File: config.mk
export PLATFORM = sky130hd
export DESIGN_NAME = wb_arbiter
export DESIGN_NICKNAME = d
export VERILOG_FILES = /design/src/rtl/wb_arbiter.sv
export SDC_FILE = /design/constraint.sdc
export NUM_CORES = 1
export LEC_CHECK = 0
export ABC_AREA = 1
export BUFFER_PORTS_ARGS = -buffer_cell sky130_fd_sc_hd__buf_2
export CORE_MARGIN = 8
export CORE_UTILIZATION = 58
export CTS_CLUSTER_DIAMETER = 150
export DETAILED_ROUTE_END_ITERATION = 10
export PLACE_DENSITY = 0.87
export SYNTH_ARGS = -nofsm -noshare
export SYNTH_HDL_FRONTEND = slang
export SYNTH_SLANG_ARGS = --single-unit
File: constraint.sdc
create_clock -name wb_clk -period 7.3 [get_ports wb_clk]
set_input_delay 0 -clock wb_clk [delete_from_list [all_inputs] [get_ports wb_clk]]
set_output_delay 0 -clock wb_clk [all_outputs]
set_load 0.01 [all_outputs]
File: src/rtl/wb_arbiter.sv
// Writeback arbiter: merges single-cycle ALU results and FIFO-buffered LSU results
// onto the GPR write port, with read-after-write bypass of the in-flight write.
module wb_arbiter #(
  parameter int DATA_WIDTH     = 32,
  parameter int GPR_ADDR_WIDTH = 5,
  parameter int LSU_DEPTH      = 4
) (
  input  logic                      wb_clk,
  input  logic                      wb_rst,
  input  logic                      alu_valid,
  input  logic [GPR_ADDR_WIDTH-1:0] alu_rd,
  input  logic [DATA_WIDTH-1:0]     alu_data,
  output logic                      alu_stall,
  input  logic                      lsu_valid,
  input  logic [GPR_ADDR_WIDTH-1:0] lsu_rd,
  input  logic [DATA_WIDTH-1:0]     lsu_data,
  output logic                      lsu_ready,
  output logic                      wr_data_en,
  output logic [GPR_ADDR_WIDTH-1:0] rd,
  output logic [DATA_WIDTH-1:0]     wr_data,
  input  logic [GPR_ADDR_WIDTH-1:0] rs1,
  input  logic [GPR_ADDR_WIDTH-1:0] rs2,
  output logic                      fwd_rs1_hit,
  output logic [DATA_WIDTH-1:0]     fwd_rs1_data,
  output logic                      fwd_rs2_hit,
  output logic [DATA_WIDTH-1:0]     fwd_rs2_data
);

  localparam int PTR_W = $clog2(LSU_DEPTH);
  localparam int CNT_W = $clog2(LSU_DEPTH + 1);
  localparam logic [CNT_W-1:0] FULL_CNT = CNT_W'(LSU_DEPTH);

  typedef enum logic [1:0] {SEL_NONE, SEL_ALU, SEL_LSU} sel_e;

  logic [GPR_ADDR_WIDTH-1:0] r_fifo_rd   [LSU_DEPTH];
  logic [DATA_WIDTH-1:0]     r_fifo_data [LSU_DEPTH];
  logic [PTR_W-1:0]          r_wptr;
  logic [PTR_W-1:0]          r_rptr;
  logic [CNT_W-1:0]          r_count;

  logic                      r_wr_en;
  logic [GPR_ADDR_WIDTH-1:0] r_rd;
  logic [DATA_WIDTH-1:0]     r_wr_data;

  logic w_full;
  logic w_empty;
  logic w_push;
  logic w_pop;
  sel_e w_sel;

  assign w_full    = (r_count == FULL_CNT);
  assign w_empty   = (r_count == '0);
  assign lsu_ready = !w_full && !wb_rst;
  assign w_push    = lsu_valid && lsu_ready;

  // A full FIFO outranks the ALU so LSU results cannot starve behind a busy ALU.
  always_comb begin
    w_sel     = SEL_NONE;
    w_pop     = 1'b0;
    alu_stall = 1'b0;
    if (w_full && alu_valid) begin
      w_sel     = SEL_LSU;
      w_pop     = 1'b1;
      alu_stall = 1'b1;
    end else if (alu_valid) begin
      w_sel = SEL_ALU;
    end else if (!w_empty) begin
      w_sel = SEL_LSU;
      w_pop = 1'b1;
    end
  end

  always_ff @(posedge wb_clk) begin
    if (w_push) begin
      r_fifo_rd[r_wptr]   <= lsu_rd;
      r_fifo_data[r_wptr] <= lsu_data;
    end
  end

  always_ff @(posedge wb_clk or posedge wb_rst) begin
    if (wb_rst) begin
      r_wptr  <= '0;
      r_rptr  <= '0;
      r_count <= '0;
    end else begin
      if (w_push) r_wptr <= r_wptr + 1'b1;
      if (w_pop)  r_rptr <= r_rptr + 1'b1;
      case ({w_push, w_pop})
        2'b10:   r_count <= r_count + 1'b1;
        2'b01:   r_count <= r_count - 1'b1;
        default: r_count <= r_count;
      endcase
    end
  end

  always_ff @(posedge wb_clk or posedge wb_rst) begin
    if (wb_rst) begin
      r_wr_en   <= 1'b0;
      r_rd      <= '0;
      r_wr_data <= '0;
    end else begin
      r_wr_en <= 1'b0;
      case (w_sel)
        SEL_ALU: begin
          r_wr_en   <= (alu_rd != '0);
          r_rd      <= alu_rd;
          r_wr_data <= alu_data;
        end
        SEL_LSU: begin
          r_wr_en   <= (r_fifo_rd[r_rptr] != '0);
          r_rd      <= r_fifo_rd[r_rptr];
          r_wr_data <= r_fifo_data[r_rptr];
        end
        default: ;
      endcase
    end
  end

  assign wr_data_en = r_wr_en;
  assign rd         = r_rd;
  assign wr_data    = r_wr_data;

  assign fwd_rs1_hit  = r_wr_en && (r_rd == rs1) && (rs1 != '0);
  assign fwd_rs1_data = fwd_rs1_hit ? r_wr_data : '0;
  assign fwd_rs2_hit  = r_wr_en && (r_rd == rs2) && (rs2 != '0);
  assign fwd_rs2_data = fwd_rs2_hit ? r_wr_data : '0;

endmodule
After elaboration in Yosys (flattened, before gate mapping)
Memories as Yosys holds them, arrays and structs flattened.
Index checks and enable logic that the tools add are counted.
- bits in registers: 45
- RAM bits: 148
- bits of input ports: 88
- output and inout bits: 106
- logic and storage cells: 50
- memories kept: 2
- memory list (memory ; words ; width ; rd ports ; clocked after memory_dff ; write ports ; line ; text):
    r_fifo_data ; 4 ; 32 ; 1 ; 0 ; 1 ; 36 ; logic [DATA_WIDTH-1:0] r_fifo_data [LSU_DEPTH];
    r_fifo_rd ; 4 ; 5 ; 1 ; 0 ; 1 ; 35 ; logic [GPR_ADDR_WIDTH-1:0] r_fifo_rd [LSU_DEPTH];
- add/sub/neg operators: 4
- equal/unequal tests: 7
- multiplexer cells: 15
- reduce and logical (&&, ||, !) cells: 16
- operators with widths (kind ; count):
    $mux 32 ; 2
    $pmux 32 s2 ; 1
    $reduce_bool 5->1 ; 4
    $eq 5x5->1 ; 2
    $pmux 5 s2 ; 1
    $logic_and 1x1->1 ; 7
    $mux 1 ; 6
    $mux 2 ; 3
    $pmux 3 s2 ; 1
    $add 2x1->2 const B ; 2
    $eq 2x1->1 const B ; 2
    $eq 2x2->1 const B ; 2
    $reduce_bool 2->1 ; 2
    $add 3x1->3 const B ; 1
    $eq 3x3->1 const B ; 1
    $logic_not 3->1 ; 1
    $sub 3x1->3 const B ; 1
    $logic_not 1->1 ; 2
    $pmux 1 s2 ; 1

Logic depth before layout (Yosys ltp)
- depth after elaboration: 6
- depth in mapped cells: 10
- gate-level depth less buffers: 9

Worst setup path after synthesis
No wires, ideal clock.
- path kind: register to register
- start point: reg r_count[0]
- end point: mem r_fifo_data[0][0], enable pin
- library setup time: 0.431 ns
- arrival: 2.556 ns
- data required time: 6.869 ns
- slack: 4.312 ns
- stages on the path, launching flop included: 5
- path buffers: 0
- period minus slack after synthesis: 2.988 ns
- cell sequence: dfrtp_1 -> nor2_4 -> a21oi_1 -> nand2_1 -> nor2_1
- word-level cells in the longest chain between the ends: 6
- ends and longest elaborated chain (item ; line ; text):
    start: declaration ; 39 ; logic [CNT_W-1:0] r_count;
    start signal: assignment ; 89 ; 2'b10: r_count <= r_count + 1'b1;
    start signal: assignment ; 90 ; 2'b01: r_count <= r_count - 1'b1;
    start signal: assignment ; 91 ; default: r_count <= r_count;
    $eq 3x3->1 ; 51 ; assign w_full = (r_count == FULL_CNT);
    $logic_not 1->1 ; 53 ; assign lsu_ready = !w_full && !wb_rst;
    $logic_and 1x1->1 ; 53 ;
    via lsu_ready ; 17 ; output logic lsu_ready,
    $logic_and 1x1->1 ; 54 ; assign w_push = lsu_valid && lsu_ready;
    $mux 1 ; 74 ; if (w_push) begin
    $mux 1 (not written as such) ; 76 ; r_fifo_data[r_wptr] <= lsu_data;
    end: declaration ; 36 ;
The timed path passes the listed nets, and every way through them passes these cells.

Final worst setup path
- start point: reg r_rd[3], in the netlist rd[3]
- end point: out fwd_rs1_data[13]
- word-level cells in the longest chain between the ends: 4
- ends and longest elaborated chain (item ; line ; text):
    start: declaration ; 42 ; logic [GPR_ADDR_WIDTH-1:0] r_rd;
    start signal: assignment ; 106 ; r_rd <= alu_rd;
    start signal: assignment ; 111 ; r_rd <= r_fifo_rd[r_rptr];
    $eq 5x5->1 ; 123 ; assign fwd_rs1_hit = r_wr_en && (r_rd == rs1) && (rs1 != '0);
    $logic_and 1x1->1 (2 in series) ; 123 ;
    $mux 32 ; 124 ; assign fwd_rs1_data = fwd_rs1_hit ? r_wr_data : '0;
    end: declaration ; 24 ; output logic [DATA_WIDTH-1:0] fwd_rs1_data,
No other way between the ends.

==> flow_summary.ini <==
[clock_tree]
h-tree-depth = 4
root_buffer = clkbuf_16
cts_buffers = 17
path_clk_slew_ns = 0.06
insertion_delay_ns = 0.43
clockBufferDepth = 2
tritoncts = yes
cts_setup_buffers = 0
cts.sinks = 193

[route]
wl_per_cell_um = 19.4
drc_errors = 0
drtIter0Drc = 753
viasPerCell = 5.71
drt_wl_total_um = 24200
vias = 7124
ant_nets = 0
drt_pass1_iterations = 6

[final_layout]
multi_input_area_sq_um = 2420
post-route-util_pct = 75.1
drive_gt1_share_pct = 23.7
final_cells = 1248
nets = 1140
seq_area_sq_um = 5570
fillers = 871
area_growth_pct = 27.7
stdcell_area_sq_um = 10800

[pwr]
power.leakage_nw = 4.58
power_density_nw_per_um2 = 370
peakVddDrop_mv = 0.185
total_power_mw = 3.99
switchingPower_mw = 1.63
p_seq_share_pct = 39.0
switching_share_pct = 40.8
pwr-share-clk_pct = 22.1
comb_power_share_pct = 38.9
p_int_mw = 2.36

[timing]
fin_tns_setup_ns = 0
slew_headroom_pct = 18.2
report.final.setup_viol = 0
slew_violations = 0
finalHoldViolCount = 0
layout_min_cycle_time_ns = 2.62
fin_skew_ns = 0.00736
fmax_mhz = 382
rsz0062_at_grt = no
period_share_pct = 35.9
tightest_slew_ns = 1.23
fin_ws_ns = 4.68
hold_slack_ns = 0.0409

[synthesis]
yosysWarnings = 0
synth_top_area_share_pct = 52.6
yosysTopAreaCell = edfxtp_1
syn-num-nets = 894
synthCells = 800
synth_area_leaders = edfxtp_1, dfrtp_1, nand2_1
synth_area_per_cell_sq_um = 10.6
ys_seq_area_share_pct = 66.0
netlist_area_sq_um = 8440
ys_ff_latch = 193
yosysUniqueCellTypes = 35

[critical_path]
rrSetupSlack_ns = 4.77
critPathRequiredTime_ns = 7.30
start_kind = register
critPathMaxFanout = 17
r2r-end = r_count[2]$_DFFE_PP0P_
cp-endpoint = fwd_rs1_data[13]
reg2reg_from = r_count[0]$_DFFE_PP0P_
critPathKind = register to output port
rr_worst_depth = 8
cp-end-kind = output port
worstPathArrival_ns = 2.62
cp-startpoint = rd[3]$_DFFE_PP0P_

[grt]
grt_overflow = 0
grt_pass1_vias = 6949
grt_use_met3_pct = 6.17
grt_first_pass_wirelength_um = 36800
grt.total_usage_pct = 25.9
antenna_found_initial = 4
grt_max_degree = 77
use_met2_pct = 43.0
grt_busiest_layer = met2
grt_use_met1_pct = 30.7

[floorplan]
die_area_sq_um = 18700
io_pins = 194
die_w_um = 137
fp-row-count = 44
core_area_sq_um = 14400
die_h_um = 137
start_util_pct = 58.8

[placed_design]
place_inst = 1136
placed_area_sq_um = 9460
hpwl_um = 14000
port_buffers = 193
post-place-ws_ns = 4.82
place.gp.congestion = 0.783

[job]
maxCapViolations = 0

[min_path]
hold_path_class = input port to register

[status]
outcome = finished clean
-- final cells by class --
type / count / share of cell area (%)
Timing Repair Buffer: 276 / 16.5
Inverter: 58 / 2.02
Sequential cell: 193 / 51.7
Clock inverter: 15 / 1.23
Clock buffer: 17 / 3.94
Antenna cell: 5 / 0.116
Multi-Input combinational cell: 500 / 22.4
Tap cell: 184 / 2.13
-- power by group through the flow --
stage          Combinational (mW)  Sequential [mW]  Clock, mW
2_1_floorplan               0.970             1.59          0
3_3_place_gp                 1.42             1.56          0
3_5_place_dp                 1.46             1.57          0
4_1_cts                      1.51             1.55      0.879
5_1_grt                      1.70             1.58      0.932
6_report                     1.55             1.56      0.883
-- cells by family (layout without fill, tap and decap cells) --
kind of cell / after synthesis / in the layout / synth area share, %
buf+inv: 107 / 366 / 5.82
simple gates: 389 / 389 / 20.2
fa+ha+maj: 6 / 6 / 0.978
other cells: 0 / 5 / 0
xor+xnor: 8 / 8 / 0.830
compound gates: 97 / 97 / 6.17
flops: 193 / 193 / 66.0
-- worst min-delay path by stage --
| stage | start | end | depth (start not counted) | slack, ns |
|---|---|---|---|---|
| after floorplan | wb_rst | lsu_ready | 1 | 0.05 |
| after global placement | lsu_rd[4] | r_fifo_rd[2][4]$_DFFE_PP_ | 1 | 0.21 |
| after detailed placement | lsu_data[25] | r_fifo_data[3][25]$_DFFE_PP_ | 1 | 0.21 |
| after CTS | alu_valid | rd[3]$_DFFE_PP0P_ | 3 | 0.03 |
| after global routing | alu_valid | rd[3]$_DFFE_PP0P_ | 3 | 0.06 |
| final | alu_valid | rd[3]$_DFFE_PP0P_ | 3 | 0.04 |
-- cells in the mapped netlist, drive strengths merged --
cell type / count
nand2: 215
edfxtp: 148
nand3: 86
nor3: 64
inv: 58
o21ai: 53
dfrtp: 45
buf: 43
a21oi: 27
nor2: 21
a31oi: 9
clkbuf: 6
xor2: 6
ha: 5
o211ai: 4
xnor2: 2
a21boi: 1
fa: 1
nand4: 1
nor4: 1
o21bai: 1
o221ai: 1
o22ai: 1
or2: 1
-- cell usage in the layout, fill, tap and decap left out, types with 2 or more instances in the layout --
cell / synthesis / routed
a21oi_1: 27 / 27
a31oi_1: 9 / 9
buf_2: 30 / 193
buf_4: 6 / 8
clkbuf_16: 0 / 17
clkinv_2: 0 / 4
clkinv_4: 0 / 2
clkinvlp_4: 0 / 2
dfrtp_1: 45 / 44
diode_2: 0 / 5
dlygate4sd3_1: 0 / 75
edfxtp_1: 148 / 148
ha_1: 5 / 5
inv_1: 56 / 54
inv_2: 2 / 4
inv_6: 0 / 4
nand2_1: 210 / 210
nand2_2: 4 / 4
nand3_1: 86 / 86
nor2_1: 19 / 15
nor2_4: 1 / 5
nor3_1: 62 / 62
nor3_2: 2 / 2
o211ai_1: 4 / 4
o21ai_0: 27 / 27
o21ai_1: 25 / 25
xnor2_1: 2 / 2
xor2_1: 6 / 6
-- sequential cells by signal, summed over array words and instances (netlist names) --
name,count
r_fifo_rd,20
wr_data_en,1
wr_data,32
r_wptr,2
r_count,3
r_rptr,2
r_fifo_data,128
rd,5
-- timing repair --
| item | CTS | global route |
|---|---|---|
| resized for setup | 0 | 0 |
| hold buffers | 75 | 0 |
| endpoints found under the setup margin | 0 | 0 |
| endpoints found under the hold margin | 231 | 0 |
-- metal layers --
layer	wire, um	vias to the layer above
met5	0	-
li1	-	3236
met3	2390	82
met4	786	0
met1	8920	3349
met2	12100	457
-- worst max-delay path, cell delays in order, from the launching register on --
cell and delay (ns):
dfrtp_1 0.42, xor2_1 0.17, nor2_1 0.09, nand3_1 0.53, buf_4 0.46, nor3_1 0.31, buf_2 0.20
(Power assumes the default switching activity.)
